<file path="src/rtl/sha256_msg_padder_if.sv">
// rtl/sha256_msg_padder_if.sv - byte-in / word-out handshake bundle for the SHA-256 message padder
//
// Purpose: groups the padder's byte input stream, padded word output stream and
// the sticky length-error flag so they can be passed as one port.
// Signals:
//   in_valid / in_ready / in_data[7:0] / in_last       byte stream into the padder
//   out_valid / out_ready / out_data[31:0]             padded word stream out of the padder
//   out_word_idx[3:0] / out_last                       word position in block, final-word marker
//   err_len                                            sticky byte-counter wrap flag
// Modports:
//   master - byte source / word consumer side
//   slave  - the padder itself

interface sha256_msg_padder_if;
   logic        in_valid;
   logic        in_ready;
   logic [7:0]  in_data;
   logic        in_last;
   logic        out_valid;
   logic        out_ready;
   logic [31:0] out_data;
   logic [3:0]  out_word_idx;
   logic        out_last;
   logic        err_len;

   modport master (
      output in_valid, in_data, in_last, out_ready,
      input  in_ready, out_valid, out_data, out_word_idx, out_last, err_len
   );

   modport slave (
      input  in_valid, in_data, in_last, out_ready,
      output in_ready, out_valid, out_data, out_word_idx, out_last, err_len
   );
endinterface

</file>
<file path="src/rtl/sha256_msg_padder.sv">
// rtl/sha256_msg_padder.sv - SHA-256 message padder: bytes in, padded 16-word blocks out
//
// Purpose: packs a byte stream big-endian into 32-bit words and appends the
// 0x80 marker, zero fill and 64-bit bit-length so the compression core sees
// complete 512-bit blocks. At most one word is in flight; the byte input is
// stalled while a word is offered.
// Ports:
//   clk      in  clock, all state on rising edge
//   reset_n  in  asynchronous active-low reset
//   bus      sha256_msg_padder_if.slave: in_valid/in_ready/in_data/in_last byte
//            stream, out_valid/out_ready/out_data/out_word_idx/out_last word
//            stream, err_len sticky counter-wrap flag

module sha256_msg_padder #(
   parameter int CNT_W = 32
) (
   input logic                   clk,
   input logic                   reset_n,
   sha256_msg_padder_if.slave    bus
);

   typedef enum logic [2:0] {
      S_DATA  = 3'd0,
      S_EMIT  = 3'd1,
      S_PAD   = 3'd2,
      S_ZERO  = 3'd3,
      S_LENHI = 3'd4,
      S_LENLO = 3'd5
   } state_t;

   state_t             state_q, state_d;
   logic [31:0]        buf_q, buf_d;
   logic [1:0]         pos_q, pos_d;        // bytes already held in buf_q for the current word
   logic [CNT_W-1:0]   byte_cnt_q, byte_cnt_d;
   logic [3:0]         idx_q, idx_d;
   logic               out_valid_q, out_valid_d;
   logic [31:0]        out_data_q, out_data_d;
   logic               out_last_q, out_last_d;
   logic               err_len_q, err_len_d;
   logic               in_ready_q, in_ready_d;
   logic               pad_full_q, pad_full_d; // last data word was full: 0x80000000 still owed

   logic               in_acc;
   logic               out_acc;
   logic [31:0]        new_buf;
   logic [63:0]        len_bits;

   assign in_acc   = bus.in_valid & in_ready_q;
   assign out_acc  = out_valid_q & bus.out_ready;
   assign new_buf  = {buf_q[23:0], bus.in_data};
   assign len_bits = {{(61 - CNT_W){1'b0}}, byte_cnt_q, 3'b000};

   always_comb begin
      state_d     = state_q;
      buf_d       = buf_q;
      pos_d       = pos_q;
      byte_cnt_d  = byte_cnt_q;
      idx_d       = idx_q;
      out_valid_d = out_valid_q;
      out_data_d  = out_data_q;
      out_last_d  = out_last_q;
      err_len_d   = err_len_q;
      in_ready_d  = in_ready_q;
      pad_full_d  = pad_full_q;

      case (state_q)
         S_DATA: begin
            // Raises in_ready on the first clock after reset as well.
            in_ready_d = 1'b1;
            if (in_acc) begin
               buf_d      = new_buf;
               pos_d      = pos_q + 2'd1;
               byte_cnt_d = byte_cnt_q + CNT_W'(1);
               if (&byte_cnt_q) begin
                  err_len_d = 1'b1;
               end
               if (bus.in_last) begin
                  pos_d       = 2'd0;
                  out_valid_d = 1'b1;
                  in_ready_d  = 1'b0;
                  state_d     = S_PAD;
                  // 0x80 goes in the byte lane just after the final message byte.
                  case (pos_q)
                     2'd0:    out_data_d = {bus.in_data, 8'h80, 16'h0000};
                     2'd1:    out_data_d = {buf_q[7:0], bus.in_data, 8'h80, 8'h00};
                     2'd2:    out_data_d = {buf_q[15:0], bus.in_data, 8'h80};
                     default: begin
                        out_data_d = new_buf;
                        pad_full_d = 1'b1;
                     end
                  endcase
               end else if (pos_q == 2'd3) begin
                  pos_d       = 2'd0;
                  out_valid_d = 1'b1;
                  in_ready_d  = 1'b0;
                  out_data_d  = new_buf;
                  state_d     = S_EMIT;
               end
            end
         end

         S_EMIT: begin
            if (out_acc) begin
               idx_d       = idx_q + 4'd1;
               out_valid_d = 1'b0;
               in_ready_d  = 1'b1;
               state_d     = S_DATA;
            end
         end

         S_PAD: begin
            if (out_acc) begin
               idx_d = idx_q + 4'd1;
               if (pad_full_q) begin
                  pad_full_d = 1'b0;
                  out_data_d = 32'h8000_0000;
               end else if (idx_q == 4'd13) begin
                  // Marker word sat at idx 13: length fits in this block.
                  out_data_d = len_bits[63:32];
                  state_d    = S_LENHI;
               end else begin
                  out_data_d = 32'h0;
                  state_d    = S_ZERO;
               end
            end
         end

         S_ZERO: begin
            // Zero fill runs through idx 15 -> 0 into a fresh block if needed.
            if (out_acc) begin
               idx_d = idx_q + 4'd1;
               if (idx_q == 4'd13) begin
                  out_data_d = len_bits[63:32];
                  state_d    = S_LENHI;
               end
            end
         end

         S_LENHI: begin
            if (out_acc) begin
               idx_d      = idx_q + 4'd1;
               out_data_d = len_bits[31:0];
               out_last_d = 1'b1;
               state_d    = S_LENLO;
            end
         end

         S_LENLO: begin
            if (out_acc) begin
               idx_d       = 4'd0;
               byte_cnt_d  = '0;
               out_valid_d = 1'b0;
               out_last_d  = 1'b0;
               in_ready_d  = 1'b1;
               state_d     = S_DATA;
            end
         end

         default: begin
            state_d     = S_DATA;
            out_valid_d = 1'b0;
            in_ready_d  = 1'b0;
         end
      endcase
   end

   always_ff @(posedge clk or negedge reset_n) begin
      if (!reset_n) begin
         state_q     <= S_DATA;
         buf_q       <= 32'h0;
         pos_q       <= 2'd0;
         byte_cnt_q  <= '0;
         idx_q       <= 4'd0;
         out_valid_q <= 1'b0;
         out_data_q  <= 32'h0;
         out_last_q  <= 1'b0;
         err_len_q   <= 1'b0;
         in_ready_q  <= 1'b0;
         pad_full_q  <= 1'b0;
      end else begin
         state_q     <= state_d;
         buf_q       <= buf_d;
         pos_q       <= pos_d;
         byte_cnt_q  <= byte_cnt_d;
         idx_q       <= idx_d;
         out_valid_q <= out_valid_d;
         out_data_q  <= out_data_d;
         out_last_q  <= out_last_d;
         err_len_q   <= err_len_d;
         in_ready_q  <= in_ready_d;
         pad_full_q  <= pad_full_d;
      end
   end

   assign bus.in_ready     = in_ready_q;
   assign bus.out_valid    = out_valid_q;
   assign bus.out_data     = out_data_q;
   assign bus.out_word_idx = idx_q;
   assign bus.out_last     = out_last_q;
   assign bus.err_len      = err_len_q;

endmodule
</file>
<file path="src/flat_wrapper.sv">
// flat-port wrapper written by rule: the top's interface ports become plain ports
module sha256_msg_padder_flat 
#(
   parameter int CNT_W = 32
)
  (clk, reset_n, bus_in_valid, bus_in_data, bus_in_last, bus_out_ready, bus_in_ready, bus_out_valid, bus_out_data, bus_out_word_idx, bus_out_last, bus_err_len);
  sha256_msg_padder_if bus_i ();
  input logic clk;
  input logic reset_n;
  input wire logic [$bits(bus_i.in_valid)-1:0] bus_in_valid;
  input wire logic [$bits(bus_i.in_data)-1:0] bus_in_data;
  input wire logic [$bits(bus_i.in_last)-1:0] bus_in_last;
  input wire logic [$bits(bus_i.out_ready)-1:0] bus_out_ready;
  output wire logic [$bits(bus_i.in_ready)-1:0] bus_in_ready;
  output wire logic [$bits(bus_i.out_valid)-1:0] bus_out_valid;
  output wire logic [$bits(bus_i.out_data)-1:0] bus_out_data;
  output wire logic [$bits(bus_i.out_word_idx)-1:0] bus_out_word_idx;
  output wire logic [$bits(bus_i.out_last)-1:0] bus_out_last;
  output wire logic [$bits(bus_i.err_len)-1:0] bus_err_len;
  assign bus_i.in_valid = bus_in_valid;
  assign bus_i.in_data = bus_in_data;
  assign bus_i.in_last = bus_in_last;
  assign bus_i.out_ready = bus_out_ready;
  assign bus_in_ready = bus_i.in_ready;
  assign bus_out_valid = bus_i.out_valid;
  assign bus_out_data = bus_i.out_data;
  assign bus_out_word_idx = bus_i.out_word_idx;
  assign bus_out_last = bus_i.out_last;
  assign bus_err_len = bus_i.err_len;
  sha256_msg_padder #(.CNT_W(CNT_W)) u_core (.clk(clk), .reset_n(reset_n), .bus(bus_i));
endmodule
</file>
<file path="config.mk">
export PLATFORM = sky130hd
export DESIGN_NAME = sha256_msg_padder_flat
export DESIGN_NICKNAME = d
export VERILOG_FILES = /design/src/rtl/sha256_msg_padder_if.sv /design/src/rtl/sha256_msg_padder.sv /design/src/flat_wrapper.sv
export SDC_FILE = /design/constraint.sdc
export NUM_CORES = 1
export LEC_CHECK = 0
export CAP_MARGIN = 10
export CORE_UTILIZATION = 45
export DETAILED_ROUTE_END_ITERATION = 10
export DONT_BUFFER_PORTS = 1
export PLACE_DENSITY_LB_ADDON = 0.25
export SYNTH_ARGS = -nofsm -noshare
export SYNTH_HDL_FRONTEND = slang
export SYNTH_SLANG_ARGS = --single-unit
</file>
<file path="constraint.sdc">
create_clock -name clk -period 2.7 [get_ports clk]
set_clock_uncertainty 0.1 [all_clocks]
set_input_delay 0.81 -clock clk [delete_from_list [all_inputs] [get_ports clk]]
set_output_delay 0.81 -clock clk [all_outputs]
set_load 0.02 [all_outputs]
</file>
### Yosys cells after proc, flatten, opt, wreduce, memory -nomap -nowiden

Index checks and enable logic that the tools add are counted.
W data, S select, Z words.

* $add $sub $neg: 3
* equal/unequal tests: 21
* muxes and demuxes: 45
* bitwise logic cells: 3
* reductions and logical operators: 21

Operator list (number)
* $mux W32: 10
* $pmux W32 S4: 1
* $pmux W32 S3: 1
* $pmux W32 S2: 1
* $reduce_and A34 Y1: 1
* $mux W3: 11
* $add A32 B1 Y32 const B: 1
* $ne A2 B1 Y1 const B: 8
* $pmux W3 S5: 1
* $mux W1: 11
* $reduce_and A3 Y1: 3
* $mux W4: 2
* $pmux W4 S2: 1
* $reduce_and A8 Y1: 1
* $reduce_bool A2 Y1: 4
* $reduce_and A7 Y1: 1
* $eq A3 B2 Y1 const B: 2
* $eq A3 B3 Y1 const B: 2
* $ne A2 B2 Y1 const B: 3
* $pmux W1 S3: 2
* $reduce_or A3 Y1: 2
* $reduce_and A5 Y1: 1
* $add A4 B1 Y4 const B: 1
* $eq A2 B2 Y1 const B: 2
* 16 further kinds: 20

* register bits after elaboration: 102
* input bits: 13
* output and inout bits: 40
* word-level logic and storage cells: 104

### Longest topological paths before layout

* depth in word-level cells: 6
* gate-level depth with buffers: 9
* mapped depth without buffers: 7

### Worst setup path after synthesis

No wires, ideal clock.

* path type: input to register
* start point: input bus_out_ready
* end point: register u_core.byte_cnt_q[17]
* library setup time: 132 ps
* arrival: 2173 ps
* data required time: 2468 ps
* slack: 295 ps
* cell stages on the path: 7
* path buffers: 2
* cell sequence: and2_1 > clkbuf_2 > nand3_2 > buf_4 > a2111oi_0 > xnor2_1 > nor2_1

* longest elaborated chain between the ends: 3

RTL lines
* from (decl): line flat_wrapper.sv:13 `input wire logic [$bits(bus_i.out_ready)-1:0] bus_out_ready;`
* $and A1 B1 Y1: line sha256_msg_padder.sv:49 `assign out_acc = out_valid_q & bus.out_ready;`
* $ne A2 B1 Y1 (no line)
* $reduce_and A3 Y1 (no line)
* to (signal assigned): line sha256_msg_padder.sv:184 `byte_cnt_q <= byte_cnt_d;`
* to (decl): line sha256_msg_padder.sv:34 `logic [CNT_W-1:0] byte_cnt_q, byte_cnt_d;`

Every way passes these cells.
A chain may end at the register's enable or synchronous reset.

### Worst setup path in the final report

* start point: register u_core.state_q[1]
* end point: register u_core.byte_cnt_q[13]

* longest elaborated chain between the ends: 3
* elaborated cells on any way between the ends: 7
* classes of those cells: 3 x eq/ne; 1 x mux; 3 x reduce/logical

RTL lines
* from (decl): line sha256_msg_padder.sv:31 `state_t state_q, state_d;`
* from (signal assigned): line sha256_msg_padder.sv:181 `state_q <= state_d;`
* $eq A3 B3 Y1 or $logic_not A3 Y1 (tied branches): line sha256_msg_padder.sv:66 `case (state_q)`
* $ne A2 B1 Y1 (no line) or $reduce_bool A2 Y1 (tied branches)
* $reduce_and A3 Y1 (no line)

Several ways; a longest one is shown, not always the timed one.

==> results.md <==
* Outcome: complete, no violations
* Max Clk Rate at just over 0.4 GHz
* Worst reg2reg setup slack at 0.22 ns
* Non-Filler Instances at 766
* Post-route ant nets at 0
* Seq/Total Area, Yosys at 0.461
* Std-Cell Core Area at between 0.01 and 0.015 mm^2
* Die ar. at 0.0128 mm^2
* Vert. Die Dim at approximately 110 um
* Critical path data arrival time at roughly 2.6 ns
* Synth warn at 0
* Clock slew at reported path FFs at approximately 0.07 ns
* Power, Total at roughly 6.2 mW
* Routed len/inst at roughly 19 um
* Area growth syn-to-layout at 9.39%
* Grt ovf at 0
* # IOs at 53
* Clock tree buffer depth at 2
* Pins Over Slew Limit at 0
* CP required at around 2.8 ns
* Worst flop-to-flop path startpoint: u_core.state_q[1]
* Initial Utilization at 0.461
* Cell count after synthesis at 629
* Fillcell total at approximately 1100
* Hold_buf cts at 0
* Synth Cell Area at roughly 0.0055 mm^2
* Number of synthesized register bits at just over 100
* Register Area at between 0.002 and 0.003 mm^2
* EDFF count, synth at 0
* CTS tree: built
* Max cap viols at 0
* Combined area of the multi-input logic cells at 0.00275 mm^2
* Vias per Instance at between 6 and 7
* N_diodes at 0
* Final Critical Period at between 2 and 2.5 ns
* Setup violations, final at 0
* # Post-CTS Setup Buffers at 0
* Syn Nets at roughly 650
* Initial DRC Count at approximately 470
* Unrepaired setup endpoints after global routing: false
* Crit path kind: reg2reg
* Layout cells sized above 1 at 0.102
* Final #Nets at around 630
* First-pass DRT Iterations at 8
* Top cells by area, synth: dfrtp_1 (46%), nand2_1 (8.7%), nor2_1 (5.4%)
* Sink Count at ~100
* Worst-Margin Slew at 0.649 ns
* Worst Hold Class: in2async
* Post-Syn Area per Cell at roughly 8.8 um^2
* Synth top area share at 0.461
* Ys flop type: dfrtp_1
* Commonest non-fill, non-tap cells in the layout: nand2_1 (128), dfrtp_1 (102), nor2_1 (78)
* Commonest non-fill, non-tap cell in the layout: nand2_1
* DRC at 0
* Post-Place Cells at between 700 and 800
* Port Buffers at 0
* Initial antenna violation count at 0
* Pleak at ~2.5 nW
* Site Rows at 40
* Htree depth at 3
* Gr usage total at 0.242
* Setup TNS at 0 ns
* Async set-reset flop share out of synthesis at 1.00
* Number of gates resized after cts at 0
* Reg2Reg Depth at 7
* Unique masters post-synth at 54
* Fin crit share at 0.918
* Worst setup SP type: flop
* Vias in the first global route at between 4000 and 5000
* Die Wd at about 110 um
* Slew Limit Headroom at 0.566
* Worst Setup End Kind: flop
* Root buf cell: clkbuf_16
* Clk Latency, worst-skew pair at ~0.36 ns
* Gpl congestion at 0.905
* Endpoints failing hold at 0
* Final Routed Wirelength at 14600 um
* Worst R2R End: u_core.byte_cnt_q[13]
* Pwr dens at just over 1000 mW/mm^2
* Yosys top cell by area: dfrtp_1
* First-pass GRT wire length at 23700 um
* Vias at between 4000 and 5000
* CP max FO at 56
* Largest net degree at the start of global routing at 103
* Hpwl dp at around 10000 um
* Maximum VDD drop at about 0.00045 V
* Num CTS Buffers at 9
-- layout make-up --
| cell class | count | share of cell area |
|---|---|---|
| timing repair buffer | 25 | 0.0351 |
| tap | 147 | 0.0303 |
| inverter | 11 | 0.00681 |
| clock inverter | 6 | 0.0140 |
| multi-input combinational | 465 | 0.453 |
| sequential | 102 | 0.421 |
| clock buffer | 10 | 0.0394 |
-- cells in the mapped netlist (all sizes together) (13+ instances only) --
cell     count
a2111oi     15
a21oi       40
a221oi      15
buf         13
clkbuf      38
dfrtp      102
nand2      128
nand3       19
nor2        80
o21ai       29
xnor2       25
-- logic make-up (layout without fill, tap and decap cells) --
logic type / after synthesis / count (layout) / synth area share
buf+inv: 62 / 52 / 0.0454
simple gates: 277 / 277 / 0.223
fa+ha+maj: 7 / 7 / 0.0158
compound gates: 151 / 151 / 0.207
flops: 102 / 102 / 0.461
mux: 1 / 1 / 0.00203
xor+xnor: 29 / 29 / 0.0458
-- through the flow --
stage	hold slack, ns	util	setup WS, ns	cell area [um^2]
after floorplan	0.341	-	0.295	5540
after global placement	0.358	0.478	0.355	5740
after detailed placement	0.358	0.478	0.356	5740
after CTS	0.0339	0.505	0.337	6060
after global routing	0.0306	0.505	0.0990	6060
final	0.0421	0.505	0.222	6060
-- state kept, by name (all words and copies together), names as in the netlist --
name	cells
u_core.bus.out_last	1
u_core.state_q	3
u_core.bus.out_data	32
u_core.byte_cnt_q	32
u_core.pad_full_q	1
u_core.bus.err_len	1
u_core.buf_q	24
u_core.bus.in_ready	1
u_core.pos_q	2
u_core.bus.out_word_idx	4
u_core.bus.out_valid	1
-- worst max-delay path: stages (launching register included) --
cell	delay, ns
dfrtp_1	0.50
buf_4	0.23
inv_1	0.19
nand4_1	0.19
buf_12	0.23
a2111oi_0	0.60
xnor2_1	0.19
nor2_1	0.06
-- worst max-delay path by stage --
stage,from,to,slack (ns),depth (start not counted)
after floorplan,bus_out_ready,u_core.byte_cnt_q[17],0.29,7
after global placement,bus_out_ready,u_core.byte_cnt_q[19],0.35,6
after detailed placement,u_core.state_q[1],u_core.byte_cnt_q[13],0.36,7
after CTS,u_core.state_q[1],u_core.byte_cnt_q[13],0.34,7
after global routing,u_core.state_q[1],u_core.byte_cnt_q[27],0.1,7
final,u_core.state_q[1],u_core.byte_cnt_q[13],0.22,7
-- power breakdown --
part | leakage, nW | switching, mW | internal, mW | total [mW]
sequential | 1.31 | 0.868 | 2.03 | 2.90
combinational | 1.03 | 1.16 | 0.720 | 1.88
clock | 0.154 | 0.590 | 0.834 | 1.42
-- metal layers --
layer / GRT usage / wire length (um)
met5: 0 / 0
met4: 0.106 / 380
met3: 0.0445 / 1060
met2: 0.364 / 6610
met1: 0.344 / 6580
Note: power is estimated with default switching activity, not from simulation.
